## config.mk

```make
export PLATFORM = sky130hd
export DESIGN_NAME = sd_cmd_responder
export DESIGN_NICKNAME = d
export VERILOG_FILES = /design/src/rtl/sd_cmd_responder_pkg.sv /design/src/rtl/sd_cmd_responder_crc7_serial.sv /design/src/rtl/sd_cmd_responder.sv
export SDC_FILE = /design/constraint.sdc
export NUM_CORES = 1
export LEC_CHECK = 0
export CAP_MARGIN = 10
export CORE_AREA = 2 2 127 129
export CTS_CLUSTER_SIZE = 8
export DETAILED_ROUTE_END_ITERATION = 6
export DIE_AREA = 0 0 129 131
export GPL_ROUTABILITY_DRIVEN = 0
export GPL_TIMING_DRIVEN = 0
export PLACE_DENSITY_LB_ADDON = 0.2
export SYNTH_ARGS = -nofsm -noshare
export SYNTH_HDL_FRONTEND = slang
export SYNTH_HIERARCHICAL = 1
export SYNTH_SLANG_ARGS = --single-unit
```

## constraint.sdc

```tcl
create_clock -name sd_clock -period 3.2 [get_ports sd_clock]
set_input_delay 0.8 -clock sd_clock [delete_from_list [all_inputs] [get_ports sd_clock]]
set_output_delay 0.8 -clock sd_clock [all_outputs]
set_load 0.02 [all_outputs]
```

## src/rtl/sd_cmd_responder_pkg.sv

```systemverilog
// Shared definitions for the card-side SD CMD responder: frame geometry,
// CRC7 polynomial, transmission-bit values, FSM encodings and the CRC7 step.
package sd_cmd_responder_pkg;

   localparam int         FRAME_LEN = 48;
   localparam int         CRC_POS   = 40;
   localparam logic [6:0] CRC7_POLY = 7'h09;
   localparam logic       TX_HOST   = 1'b1;
   localparam logic       TX_CARD   = 1'b0;

   typedef enum logic [2:0] {
      ST_IDLE  = 3'd0,
      ST_RECV  = 3'd1,
      ST_CHECK = 3'd2,
      ST_WAIT  = 3'd3,
      ST_SEND  = 3'd4
   } state_t;

   // One serial CRC7 step, MSB-first data, x^7 + x^3 + 1.
   function automatic logic [6:0] crc7_step(input logic [6:0] crc, input logic data);
      logic fb;
      fb = data ^ crc[6];
      crc7_step = {crc[5:0], 1'b0} ^ (fb ? CRC7_POLY : 7'h00);
   endfunction

endpackage

```

## src/rtl/sd_cmd_responder_crc7_serial.sv

```systemverilog
// Bit-serial CRC7 accumulator. Clear restarts from zero; if enable is also
// high on that edge the data bit is folded into the fresh register.
module crc7_serial
   import sd_cmd_responder_pkg::*;
(
   input  logic       clk,
   input  logic       reset,
   input  logic       clear,
   input  logic       enable,
   input  logic       data,
   output logic [6:0] crc
);

   logic [6:0] crc_r;

   // CRC register update
   always_ff @(posedge clk) begin
      if (reset) begin
         crc_r <= 7'h00;
      end else if (clear) begin
         crc_r <= enable ? crc7_step(7'h00, data) : 7'h00;
      end else if (enable) begin
         crc_r <= crc7_step(crc_r, data);
      end else begin
         crc_r <= crc_r;
      end
   end

   assign crc = crc_r;

endmodule

```

## src/rtl/sd_cmd_responder.sv

```systemverilog
// Card-side SD CMD line: receives and checks 48-bit host commands, then
// answers after an NCR gap with a 48-bit response carrying a fresh CRC7.
module sd_cmd_responder
   import sd_cmd_responder_pkg::*;
#(
   parameter int NCR = 2
)(
   input  logic        sd_clock,
   input  logic        reset,
   input  logic        enable,
   input  logic        cmd_in,
   input  logic        resp_enable,
   input  logic [31:0] resp_arg,
   output logic        cmd_out,
   output logic        cmd_oe,
   output logic [5:0]  cmd_index,
   output logic [31:0] cmd_arg,
   output logic        cmd_valid,
   output logic        frame_error,
   output logic        busy
);

   state_t      state_r;
   logic [5:0]  bit_cnt_r;
   logic [6:0]  ncr_cnt_r;
   logic [46:0] rx_shift_r;
   logic [39:0] tx_shift_r;
   logic        cmd_out_r;
   logic        cmd_oe_r;
   logic [5:0]  cmd_index_r;
   logic [31:0] cmd_arg_r;
   logic        cmd_valid_r;
   logic        frame_error_r;
   logic        busy_r;

   logic [47:0] rx_frame_s;
   logic        good_frame_s;
   logic [6:0]  rx_crc_s;
   logic [6:0]  tx_crc_s;
   logic        rx_crc_clr_s;
   logic        rx_crc_en_s;
   logic        tx_crc_clr_s;
   logic        tx_crc_en_s;
   logic        tx_bit_s;

   // The end bit is judged live on the edge that samples it, so the verdict
   // pulses are visible during the CHECK cycle itself.
   assign rx_frame_s   = {rx_shift_r, cmd_in};
   assign good_frame_s = (rx_frame_s[47] == 1'b0) && (rx_frame_s[46] == TX_HOST) &&
                         (rx_frame_s[0] == 1'b1) && (rx_crc_s == rx_frame_s[7:1]);

   crc7_serial u_rx_crc (
      .clk    (sd_clock),
      .reset  (reset),
      .clear  (rx_crc_clr_s),
      .enable (rx_crc_en_s),
      .data   (cmd_in),
      .crc    (rx_crc_s)
   );

   crc7_serial u_tx_crc (
      .clk    (sd_clock),
      .reset  (reset),
      .clear  (tx_crc_clr_s),
      .enable (tx_crc_en_s),
      .data   (tx_shift_r[39]),
      .crc    (tx_crc_s)
   );

   // CRC sequencing for both paths and selection of the next response bit
   always_comb begin
      rx_crc_clr_s = (state_r == ST_IDLE);
      tx_crc_clr_s = (state_r != ST_SEND);
      rx_crc_en_s  = 1'b0;
      tx_crc_en_s  = 1'b0;
      tx_bit_s     = 1'b1;
      if (state_r == ST_IDLE) begin
         rx_crc_en_s = 1'b1;
      end else if (state_r == ST_RECV) begin
         rx_crc_en_s = (bit_cnt_r < 6'(CRC_POS));
      end else begin
         rx_crc_en_s = 1'b0;
      end
      if (state_r == ST_WAIT) begin
         tx_crc_en_s = (ncr_cnt_r == 7'(NCR));
      end else if (state_r == ST_SEND) begin
         tx_crc_en_s = (bit_cnt_r < 6'(CRC_POS));
      end else begin
         tx_crc_en_s = 1'b0;
      end
      // CRC field starts at bit 40, a multiple of 8, so the low counter bits index it
      if (bit_cnt_r < 6'(CRC_POS)) begin
         tx_bit_s = tx_shift_r[39];
      end else if (bit_cnt_r < 6'(FRAME_LEN - 1)) begin
         tx_bit_s = tx_crc_s[3'd6 - bit_cnt_r[2:0]];
      end else begin
         tx_bit_s = 1'b1;
      end
   end

   // Command/response state machine with registered outputs
   always_ff @(posedge sd_clock) begin
      if (reset) begin
         state_r       <= ST_IDLE;
         bit_cnt_r     <= 6'd0;
         ncr_cnt_r     <= 7'd0;
         rx_shift_r    <= 47'h0;
         tx_shift_r    <= 40'h0;
         cmd_out_r     <= 1'b1;
         cmd_oe_r      <= 1'b0;
         cmd_index_r   <= 6'd0;
         cmd_arg_r     <= 32'h0;
         cmd_valid_r   <= 1'b0;
         frame_error_r <= 1'b0;
         busy_r        <= 1'b0;
      end else if (!enable) begin
         state_r       <= ST_IDLE;
         bit_cnt_r     <= 6'd0;
         ncr_cnt_r     <= 7'd0;
         cmd_out_r     <= 1'b1;
         cmd_oe_r      <= 1'b0;
         cmd_valid_r   <= 1'b0;
         frame_error_r <= 1'b0;
         busy_r        <= 1'b0;
      end else begin
         cmd_valid_r   <= 1'b0;
         frame_error_r <= 1'b0;
         case (state_r)
            ST_IDLE: begin
               if (!cmd_in) begin
                  state_r    <= ST_RECV;
                  bit_cnt_r  <= 6'd1;
                  rx_shift_r <= {46'h0, cmd_in};
                  busy_r     <= 1'b1;
               end else begin
                  busy_r     <= 1'b0;
               end
            end
            ST_RECV: begin
               rx_shift_r <= {rx_shift_r[45:0], cmd_in};
               bit_cnt_r  <= bit_cnt_r + 6'd1;
               if (bit_cnt_r == 6'(FRAME_LEN - 1)) begin
                  state_r <= ST_CHECK;
                  if (good_frame_s) begin
                     cmd_valid_r <= 1'b1;
                     cmd_index_r <= rx_frame_s[45:40];
                     cmd_arg_r   <= rx_frame_s[39:8];
                  end else begin
                     frame_error_r <= 1'b1;
                  end
               end else begin
                  state_r <= ST_RECV;
               end
            end
            ST_CHECK: begin
               if (cmd_valid_r && resp_enable) begin
                  state_r    <= ST_WAIT;
                  ncr_cnt_r  <= 7'd0;
                  tx_shift_r <= {1'b0, TX_CARD, cmd_index_r, resp_arg};
               end else begin
                  state_r    <= ST_IDLE;
                  busy_r     <= 1'b0;
               end
            end
            ST_WAIT: begin
               if (ncr_cnt_r == 7'(NCR)) begin
                  state_r    <= ST_SEND;
                  cmd_oe_r   <= 1'b1;
                  cmd_out_r  <= tx_shift_r[39];
                  tx_shift_r <= {tx_shift_r[38:0], 1'b0};
                  bit_cnt_r  <= 6'd1;
               end else begin
                  ncr_cnt_r  <= ncr_cnt_r + 7'd1;
               end
            end
            ST_SEND: begin
               if (bit_cnt_r == 6'(FRAME_LEN)) begin
                  state_r   <= ST_IDLE;
                  cmd_oe_r  <= 1'b0;
                  cmd_out_r <= 1'b1;
                  busy_r    <= 1'b0;
                  bit_cnt_r <= 6'd0;
               end else begin
                  cmd_out_r <= tx_bit_s;
                  bit_cnt_r <= bit_cnt_r + 6'd1;
                  if (bit_cnt_r < 6'(CRC_POS)) begin
                     tx_shift_r <= {tx_shift_r[38:0], 1'b0};
                  end else begin
                     tx_shift_r <= tx_shift_r;
                  end
               end
            end
            default: begin
               state_r   <= ST_IDLE;
               cmd_oe_r  <= 1'b0;
               cmd_out_r <= 1'b1;
               busy_r    <= 1'b0;
            end
         endcase
      end
   end

   assign cmd_out     = cmd_out_r;
   assign cmd_oe      = cmd_oe_r;
   assign cmd_index   = cmd_index_r;
   assign cmd_arg     = cmd_arg_r;
   assign cmd_valid   = cmd_valid_r;
   assign frame_error = frame_error_r;
   assign busy        = busy_r;

endmodule

```

; Word level (Yosys, flattened, before mapping)
; Index checks and enable logic that the tools add are counted.
[totals]
register_bits = 160
inputBits = 37
output_inout_bits = 43
word_cells = 120
[op_classes]
addsub = 3
order_cmp = 3
eq_ne = 17
muxes = 49
bitwise_logic = 10
reduce_logical = 24
[ops]
columns = op, n
row1 = $mux 40, 4
row2 = $pmux 40 s3, 1
row3 = $pmux 47 s2, 1
row4 = $mux 7, 8
row5 = $mux 47, 1
row6 = $pmux 6 s4, 1
row7 = $mux 6, 3
row8 = $reduce_and 3->1, 6
row9 = $mux 4, 4
row10 = $mux 1, 15
row11 = $pmux 3 s5, 1
row12 = $pmux 7 s2, 1
row13 = $xor 7x7->7, 2
row14 = $eq 6x6->1 const B, 2
row15 = $lt 6x6->1 const B, 2
row16 = $ne 2x2->1 const B, 6
row17 = $mux 3, 3
row18 = $reduce_bool 2->1, 4
row19 = $add 7x1->7 const B, 1
row20 = $eq 7x2->1 const B, 1
row21 = $eq 7x7->1, 1
row22 = $add 6x1->6 const B, 1
row23 = $eq 3x2->1 const B, 2
row24 = $not 1->1, 6
row25 = 21 further kinds, 29

; Longest topological paths before layout
; Gate-level depths: netlist of run 1.
[depth]
depth_word = 7
depth_mapped = 9
ltp_nobuf = 8

; By module
; Netlist of run 1, hierarchy kept.
[by_module_without_submodules]
columns = mod, instances, cells_each, area_per_inst_um2, seq_area_each_um2
row1 = sd_cmd_responder, 1, 765, 7001.7, 2922.8
row2 = crc7_serial, 2, 33, 329.1, 140.1

; Worst setup path after synthesis of run 1
; OpenSTA, ideal clock, no wires.
[synth_timing]
path_kind = input to register
from = input port cmd_in
to = register cmd_arg_r[14], in the netlist cmd_arg[14]
setup_time_ns = 0.072
t_arrival_ns = 1.949
required_time_ns = 3.128
setup_slack_ns = 1.179
stages = 6
path_buffers = 2
cell_sequence = and3b_1 nand4_1 nor4b_2 buf_4 buf_6 mux2i_1
[synth_between]
elab_chain_len = 3
[synth_lines]
columns = element, line_no
row1 = from (decl), sd_cmd_responder.sv:11  ; input logic cmd_in,
row2 = $logic_and 1x1->1, sd_cmd_responder.sv:49  ; assign good_frame_s = (rx_frame_s[47] == 1'b0) && (rx_frame_s[46] == TX_HOST) &&
row3 = $logic_and 1x1->1, sd_cmd_responder.sv:50  ; (rx_frame_s[0] == 1'b1) && (rx_crc_s == rx_frame_s[7:1]);
row4 = $reduce_and 4->1 (no line), n/a
row5 = to (signal assigned), sd_cmd_responder.sv:147  ; cmd_arg_r <= rx_frame_s[39:8];
row6 = to (decl), sd_cmd_responder.sv:31  ; logic [31:0] cmd_arg_r;
; Every way passes these cells.
; A chain may end at the register's enable or synchronous reset.

; Worst setup path after layout of run 1
[layout_timing]
from = input port reset
to = register rx_shift_r[15]
[layout_rtl]
columns = element, line_no
row1 = from (decl), sd_cmd_responder.sv:9  ; input logic reset,
row2 = to (signal assigned), sd_cmd_responder.sv:133  ; rx_shift_r <= {46'h0, cmd_in};
row3 = to (signal assigned), sd_cmd_responder.sv:140  ; rx_shift_r <= {rx_shift_r[45:0], cmd_in};
row4 = to (decl), sd_cmd_responder.sv:26  ; logic [46:0] rx_shift_r;
; No word-level cell between the ends.

==> results of run 1 <==
[worst max-delay path, cell delays in order]
cell	delay, ns
dlygate4sd2_1	0.67
buf_2	0.37
clkbuf_1	0.42
buf_1	0.45
buf_1	0.39
nor2_1	0.10
[routing by layer]
metal / up-vias / track usage [%]
li1: 3125 / -
met2: 136 / 33.7
met3: 14 / 4.93
met4: 0 / 5.18
met5: - / 0
met1: 2868 / 28.2
[cells in the mapped netlist (4+ instances only)]
library cell | instances | area [µm²]
clkbuf_1 | 42 | 158
a21oi_1 | 57 | 285
buf_2 | 7 | 35.0
nor3_1 | 15 | 75.1
dfxtp_1 | 160 | 3200
or4_1 | 5 | 37.5
ha_1 | 4 | 50.1
and3_1 | 4 | 25.0
a22oi_1 | 47 | 353
nor2_1 | 59 | 221
nand3_1 | 45 | 225
nand2b_1 | 88 | 551
nand3b_1 | 4 | 30.0
nand2_1 | 16 | 60.1
o31ai_1 | 6 | 45.0
mux2i_1 | 54 | 541
inv_1 | 11 | 41.3
a31oi_1 | 4 | 25.0
o21ai_0 | 42 | 210
buf_1 | 11 | 41.3
nand4_1 | 6 | 37.5
mux2_2 | 7 | 78.8
buf_6 | 4 | 45.0
mux2_4 | 30 | 450
nor2b_1 | 42 | 263
xnor2_1 | 13 | 114
[flip-flops by register name (all words and copies together), names as in the netlist, 3 cells and up]
name / count
u_tx_crc/crc: 7
u_rx_crc/crc: 7
state_r: 3
cmd_arg: 32
ncr_cnt_r: 7
rx_shift_r: 47
bit_cnt_r: 6
cmd_index: 6
tx_shift_r: 40
[logic make-up (layout without fill, tap and decap cells)]
group | count (synthesis) | in the layout | synth area share, %
adder cells (fa/ha/maj) | 4 | 4 | 0.653
AO/OA/AOI/OAI | 179 | 179 | 14.5
XOR/XNOR | 15 | 15 | 1.72
flip-flops | 160 | 160 | 41.8
multiplexers | 91 | 91 | 14.0
buffers and inverters | 80 | 190 | 5.05
AND/OR/NAND/NOR | 302 | 302 | 22.3
[worst max-delay path by stage]
stage,start,endpoint,cells after the start,slack [ns]
finish,reset,rx_shift_r[15],6,0.28
CTS,reset,rx_shift_r[15],6,0.24
detailed placement,reset,rx_shift_r[15],6,-0.49
global placement,reset,rx_shift_r[15],6,-0.46
floorplan,cmd_in,cmd_arg[14],6,1.18
global route,reset,rx_shift_r[15],6,0.06
[power by group through the flow]
stage               logic (mW)  registers (mW)  clock network [mW]
CTS                      0.198            2.00                2.02
floorplan                0.109            2.04                   0
global route             0.215            2.00                2.11
global placement         0.198            2.04                   0
detailed placement       0.197            2.04                   0
finish                   0.197            2.00                1.98
[what timing repair did]
item                                    CTS  global route
resized for setup                         1             0
endpoints found under the setup margin   13             0
setup buffers                             0             0
hold endpoints to repair                  0             0
hold buffers                              0             0
[cell type report]
| class | count | area [µm²] | area share [%] |
|---|---|---|---|
| flip-flops and latches | 160 | 3200 | 34.5 |
| plain buffers | 68 | 342 | 3.68 |
| clock inverters | 12 | 121 | 1.31 |
| inverters | 12 | 45.0 | 0.485 |
| repair buffers | 79 | 790 | 8.49 |
| clock buffers | 19 | 453 | 4.87 |
| multi-input cells | 591 | 4070 | 43.8 |
| well taps | 216 | 270 | 2.91 |
[per-stage QoR]
step	cell area, µm²	util, %	cells	power [mW]
2_1_floorplan	7660	-	831	2.15
3_3_place_gp	8720	55.9	1126	2.24
3_5_place_dp	8720	55.9	1126	2.24
4_1_cts	9290	59.6	1157	4.22
5_1_grt	9290	59.6	1157	4.32
6_report	9290	59.6	1157	4.18
==> results by group, run 1 <==
Run
  – Max-cap violations: 0

Power
  – Part of the power in the clock network: 47.4%
  – Pwr per Cell Area: 449 nW/µm²
  – Comb power frac: 4.7%
  – Internal Pwr Total: 3.20 mW
  – Sw Ratio: 23.2%
  – Peak VDD IR: 364 µV
  – Net Switching: 971 µW
  – LEAKAGE: 3.29 nW
  – Flop pwr share: 47.9%

STA
  – Fin crit period: 2.92 ns
  – Fin. Hold Viols: 0
  – Peak Freq: 343 MHz
  – Setup violators final: 0
  – RSZ-0062 raised after global routing: false
  – Setup TNS: 0 ns
  – Setup WS post-layout: 0.281 ns
  – Crit share post-route: 91.2%
  – Actual transition at the worst max-transition pin: 0.728 ns
  – Max Clock Skew: 0.0114 ns
  – Slew Limit Fails: 0
  – Hold slack final: 0.472 ns
  – Slew headroom: 51.5%

Setup path
  – WP data arrival: 3.22 ns
  – CP Max Fanout: 20
  – Reg2Reg Depth: 8
  – R2R Path Start: state_r[0]
  – CP Class: in -> reg
  – Critical Path Source Type: input pin
  – Crit end category: flip-flop
  – CP required: 3.50 ns
  – Reg2reg end: u_tx_crc/crc[3]
  – Reg-to-reg slack, setup: 0.77 ns

Finish
  – Fillers: 1403
  – ANT cells: 0
  – Nets: 970
  – Commonest cells after routing, fill and taps aside: dfxtp_1 (160), nand2b_1 (88), clkdlybuf4s50_1 (78)
  – Area grow syn2layout: 21.3%
  – Proportion of layout cells with a drive suffix above 1: 9.88%
  – Commonest non-fill, non-tap cell in the layout: dfxtp_1

Place
  – Worst slack, placed: -0.487 ns
  – # port buffers: 79
  – DP HPWL: 11700 µm

Yosys
  – EDFF count, synth: 0
  – Yosys warning total: 6
  – Sequential area share after synthesis: 41.8%
  – Top_reg_cell synth: dfxtp_1
  – Synthesized net count: 872
  – Avg Cell Area, Syn: 9.22 µm²
  – Synthesis-stage register bit count: 160
  – Post-Syn Area: 7660 µm²
  – Post-Syn Instances: 831
  – Cell variety after synth: 63
  – Async SR Flop Fraction: 0%

Clock network
  – CTS tree: yes
  – Root Driver: clkbuf_16
  – Max clock buf depth: 2
  – TritonCTS buffer count: 17
  – CTS Sinks: 160
  – Worst-Skew Late Latency: 0.43 ns
  – CTS clk-pin slew, worst paths: 0.07 ns
  – Htree depth: 4

Worst hold path
  – Hold Path Origin: cmd_arg[8]
  – Worst Hold End: cmd_arg[8]
  – WHS Path Cells: 2
  – Min-Delay Path Class: reg -> reg

Route
  – Via count: 6143
  – DRT iter0 DRCs: 445
  – DRC errors left: 0
  – DR top layer: met4
  – Metal-1 WL: 8290 µm
  – Antenna Violating Nets Remaining: 0
  – Vias per inst: 5.31
  – Detail Route met2 WL: 7980 µm
  – Met3 Routed Length: 777 µm
  – Pre-Repair DR Iteration Count: 5
  – Drt wl/cell: 14.9 µm
  – Total wire length: 17200 µm

Global routing
  – Global Route Usage Sum: 20.8%
  – Initial antenna violation count: 0
  – Vias in the first global route: 5771
  – Global-route wire length before repair: 28300 µm
  – Overflow after GRT: 0
  – Largest net degree at the start of global routing: 21

Floorplan
  – Die Ht: 131 µm
  – Initial Util: 49.1%
  – Die area: 16900 µm²
  – Row count: 46
  – IO Count: 80
  – Core area: 15600 µm²
  – Die X-Extent: 129 µm

Status
  – Outcome: finished, final reports clean
No activity file was read; power rests on OpenSTA's default activity.
==> run 2: changes to the inputs <==
CTS_CLUSTER_SIZE = not set   (was 8)
==> results of run 2 <==
No change in the layout: final DEF, timing and power equal those of run 1.
==> variant 1 (flow settings as in run 2) <==
Put one more register stage on the output `frame_error`, cleared by the reset. The value now appears one clock later. The other outputs are not delayed to match.
--- a/src/rtl/sd_cmd_responder.sv
+++ b/src/rtl/sd_cmd_responder.sv
@@ -206,5 +206,11 @@
    assign cmd_arg     = cmd_arg_r;
    assign cmd_valid   = cmd_valid_r;
-   assign frame_error = frame_error_r;
+   always_ff @(posedge sd_clock) begin
+      if (reset) begin
+         frame_error <= '0;
+      end else begin
+         frame_error <= frame_error_r;
+      end
+   end
    assign busy        = busy_r;
 
Check against the original RTL: same outputs for any inputs over 10 cycles, from zero or initial values and one cycle with reset high; that may be too few to reach the edited logic, so the function may still have changed.
==> variant 1 against run 2 <==
- sequential cell count is 1 higher
- wire length is 0.48% lower
- power is 0.37% lower
- first-iteration DRC count is 0.22% higher
- sequential share of layout area is 0.53 points higher
- cell area is 0.90% lower
- setup slack worse by 0.026 ns
- area after synthesis is 1.2% lower
- largest power group unchanged
==> variant 1: results (changes against run 2) <==
INFO  metric first_global_vias = 5690 (was 5771)
INFO  metric drt_iter0_markers = 446 (was 445)
INFO  metric layout-drive-gt1-share = 0.101 (was 0.0988)
INFO  metric synth_compound_gate_area_share = 0.151 (was 0.145)
INFO  metric outcome = complete, no violations (unchanged)
INFO  metric crit_path_max_fanout = 21 (was 20)
INFO  metric areaGrowthSynthToFinish = 21.7% (was 21.3%)
INFO  metric worst_r2r_startpoint = state_r[1] (was state_r[0])
INFO  metric endpoint_of_the_worst_hold_path = cmd_arg[25] (was cmd_arg[8])
INFO  metric timing.hold.ws = 0.471 ns (was 0.472 ns)
INFO  metric place_hpwl = 11800 µm (was 11700 µm)
INFO  metric netlist-cell-type-count = 58 (was 63)
INFO  metric setup.worst_path.end = tx_shift_r[17] (was rx_shift_r[15])
INFO  metric synth_top_area_share = 0.426 (was 0.418)
INFO  metric worst-r2r-setup-slack = 0.50 ns (was 0.77 ns)
INFO  metric synth_xor_xnor_area_share = 0.0174 (was 0.0172)
INFO  metric fin_crit_sh = 0.920 (was 0.912)
INFO  metric totalWireLength = 17100 µm (was 17200 µm)
INFO  metric synth_area_in_adders = 0.00661 (was 0.00653)
INFO  metric grt_start_max_net_pins = 22 (was 21)
INFO  metric grt_pass1_wl = 28000 µm (was 28300 µm)
INFO  metric routed-via-count = 6223 (was 6143)
INFO  metric muxShareOfSynthArea = 0.130 (was 0.140)
INFO  metric netlist_top_cells_count = 161 x sky130_fd_sc_hd__dfxtp_1, 86 x sky130_fd_sc_hd__nand2b_1, 62 x sky130_fd_sc_hd__nor2_1 (was 160 x sky130_fd_sc_hd__dfxtp_1, 88 x sky130_fd_sc_hd__nand2b_1, 59 x sky130_fd_sc_hd__nor2_1)
INFO  metric filler_cell_count = 1400 (was 1403)
INFO  metric seq_area_frac_synth = 0.426 (was 0.418)
INFO  metric timing.clock.skew = 0.0115 ns (was 0.0114 ns)
INFO  metric post-place-cells = 1129 (was 1126)
INFO  metric pre_cts_ws = -0.519 ns (was -0.487 ns)
INFO  metric syn-instance-count = 834 (was 831)
INFO  metric dpl-instance-area = 8630 µm² (was 8720 µm²)
INFO  metric grt_util_all_layers = 0.207 (was 0.208)
INFO  metric cells_taking_the_most_area_after_synthesis = sky130_fd_sc_hd__dfxtp_1 43%, sky130_fd_sc_hd__nand2b_1 7.1%, sky130_fd_sc_hd__mux2i_1 7.0% (was sky130_fd_sc_hd__dfxtp_1 42%, sky130_fd_sc_hd__nand2b_1 7.2%, sky130_fd_sc_hd__mux2i_1 7.1%)
INFO  metric holdCritStartpoint = cmd_arg[25] (was cmd_arg[8])
## variant 1: cell count changes after synthesis, moves of 4 or more
cell	change
sky130_fd_sc_hd__mux2_2	+33
sky130_fd_sc_hd__mux2_4	-30
sky130_fd_sc_hd__clkbuf_1	+15
sky130_fd_sc_hd__buf_1	-9
sky130_fd_sc_hd__buf_2	-5
sky130_fd_sc_hd__nand3_1	-4
## variant 1: repair_timing
action / CTS / global route
resized for setup: 2 / 1
endpoints found under the setup margin: 33 / 8
pin swaps: 0 / 0
## variant 1: cells by family after synthesis
| group | Yosys count |
|---|---|
| DFF | 161 |
| xor gates and xnor gates | 15 |
| AOI/OAI and AO/OA | 180 |
| buffers and inverters | 80 |
| muxes | 93 |
| adders and majority gates | 4 |
| and+or+nand+nor | 301 |
## variant 1: worst max-delay path, cell delays in order
cell                            delay (ns)
sky130_fd_sc_hd__dlygate4sd2_1        0.79
sky130_fd_sc_hd__clkbuf_1             0.43
sky130_fd_sc_hd__clkbuf_1             0.41
sky130_fd_sc_hd__clkbuf_1             0.43
sky130_fd_sc_hd__a21oi_1              0.09
sky130_fd_sc_hd__mux2_2               0.28
## variant 1: layout make-up
class / instances / share of cell area
multi-input cells: 593 / 0.435
flip-flops and latches: 161 / 0.350
repair buffers: 79 / 0.0857
clock buffers: 18 / 0.0466
plain buffers: 69 / 0.0334
well taps: 216 / 0.0293
clock inverters: 14 / 0.0151
inverters: 11 / 0.00448
## variant 1: routing by layer
metal	global-route usage	vias to the layer above	part of all wire
li1	-	3159	-
met4	0.0627	0	0.0098
met1	0.277	2897	0.49
met5	0	-	0
met3	0.0505	12	0.053
met2	0.332	155	0.45
## variant 1: power breakdown
group / switching [µW] / internal, µW
Clock: 917 / 1040
Combinational: 108 / 88.4
Sequential: 4.13 / 2010
==> variant 2 (flow settings as in run 2) <==
Without the edit above. `FRAME_LEN`: 48 -> 24.
--- a/src/rtl/sd_cmd_responder_pkg.sv
+++ b/src/rtl/sd_cmd_responder_pkg.sv
@@ -3,5 +3,5 @@
 package sd_cmd_responder_pkg;
 
-   localparam int         FRAME_LEN = 48;
+   localparam int         FRAME_LEN = 24;
    localparam int         CRC_POS   = 40;
    localparam logic [6:0] CRC7_POLY = 7'h09;
Check against the original RTL: same outputs for any inputs over 10 cycles, from zero or initial values and one cycle with reset high; that may be too few to reach the edited logic, so the function may still have changed.
==> variant 2 against run 2 <==
- critical path type unchanged
- area after synthesis is 5.4% lower
- critical endpoint is now tx_shift_r[11]
- non-clock buffer count down 5
- wire length decreased by 5.2%
- sequential cell count is 7 lower
- setup slack worse by 0.050 ns
- cell area is 4.3% lower
- power down 1.2%
- highest routed layer unchanged
==> variant 2: results (changes against run 2) <==
INFO  metric layout-drive-gt1-share = 0.104 (was 0.0988)
INFO  metric crit_path_max_fanout = 12 (was 20)
INFO  metric worst_r2r_startpoint = bit_cnt_r[0] (was state_r[0])
INFO  metric place_hpwl = 10900 µm (was 11700 µm)
INFO  metric cells_taking_the_most_area_after_synthesis = sky130_fd_sc_hd__dfxtp_1 42%, sky130_fd_sc_hd__nand2b_1 7.6%, sky130_fd_sc_hd__mux2i_1 6.4% (was sky130_fd_sc_hd__dfxtp_1 42%, sky130_fd_sc_hd__nand2b_1 7.2%, sky130_fd_sc_hd__mux2i_1 7.1%)
INFO  metric holdCritStartpoint = cmd_arg[24] (was cmd_arg[8])
INFO  metric first_global_vias = 5279 (was 5771)
INFO  metric endpoint_of_the_worst_hold_path = cmd_arg[24] (was cmd_arg[8])
INFO  metric post_cts_resized = 0 (was 1)
INFO  metric drt_iter0_markers = 358 (was 445)
INFO  metric crit_slowest_cell = sky130_fd_sc_hd__dlygate4sd3_1 (was sky130_fd_sc_hd__dlygate4sd2_1)
INFO  metric synth_compound_gate_area_share = 0.146 (was 0.145)
INFO  metric vdd_drop_max = 355 µV (was 364 µV)
INFO  metric synth_xor_xnor_area_share = 0.0169 (was 0.0172)
INFO  metric detail_route.wl_per_cell = 14.7 µm (was 14.9 µm)
INFO  metric seq_area_frac_synth = 0.423 (was 0.418)
INFO  metric critical_path_arrival = 3.29 ns (was 3.22 ns)
INFO  metric mean_syn_cell_area = 9.29 µm² (was 9.22 µm²)
INFO  metric muxShareOfSynthArea = 0.137 (was 0.140)
INFO  metric worstReg2RegEnd = cmd_arg[14] (was u_tx_crc/crc[3])
INFO  metric netlist_top_cells_count = 153 x sky130_fd_sc_hd__dfxtp_1, 88 x sky130_fd_sc_hd__nand2b_1, 61 x sky130_fd_sc_hd__nor2_1 (was 160 x sky130_fd_sc_hd__dfxtp_1, 88 x sky130_fd_sc_hd__nand2b_1, 59 x sky130_fd_sc_hd__nor2_1)
INFO  metric grt_util_all_layers = 0.197 (was 0.208)
INFO  metric worst-r2r-setup-slack = 0.84 ns (was 0.77 ns)
INFO  metric setup.worst_path.end = tx_shift_r[11] (was rx_shift_r[15])
INFO  metric reg2regPathDepth = 7 (was 8)
INFO  metric worst_path_largest_cell_delay = 0.87 ns (was 0.67 ns)
INFO  metric timing.hold.ws = 0.471 ns (was 0.472 ns)
INFO  metric syn_nets = 821 (was 872)
INFO  metric fin_cells = 1107 (was 1157)
INFO  metric finalNetCount = 919 (was 970)
INFO  metric first_pass_iteration_count_of_the_detailed_router = 4 (was 5)
INFO  metric worst-slew-pin-transition = 0.644 ns (was 0.728 ns)
INFO  metric timing.clock.skew = 0.0102 ns (was 0.0114 ns)
INFO  metric pre_cts_ws = -0.176 ns (was -0.487 ns)
INFO  metric routed-via-count = 5786 (was 6143)
INFO  metric outcome = complete, no violations (unchanged)
INFO  metric filler_cell_count = 1413 (was 1403)
## variant 2: cell types whose count changed in the layout (fill, tap and decap cells not counted), sizes merged, moves of 6 or more
cell and delta:
nand2 -6, o31ai -6, and2b +28, buf -9, a21oi -7, nor2b -28, dfxtp -7, mux2i -8
## variant 2: per-layer routing
layer  global-route usage  up-vias  routed length, µm
met5                    0        -                  0
met4               0.0633        0                192
met3               0.0533       16                757
met2                0.307      109               7270
met1                0.267     2738               8090
li1                     -     2923                  -
## variant 2: cell type report
type	instances	area [µm²]	area share
multi-input combinational	551	3830	0.430
sequential	153	3060	0.344
timing repair buffer	79	791	0.0889
clock buffer	18	429	0.0482
buffer	63	307	0.0344
tap	216	270	0.0304
clock inverter	14	160	0.0180
inverter	13	48.8	0.00548
## variant 2: power by group
part / total [µW] / switching (µW) / internal, µW
Sequential: 1910 / 4.97 / 1910
Combinational: 193 / 101 / 91.9
Clock: 2020 / 853 / 1170
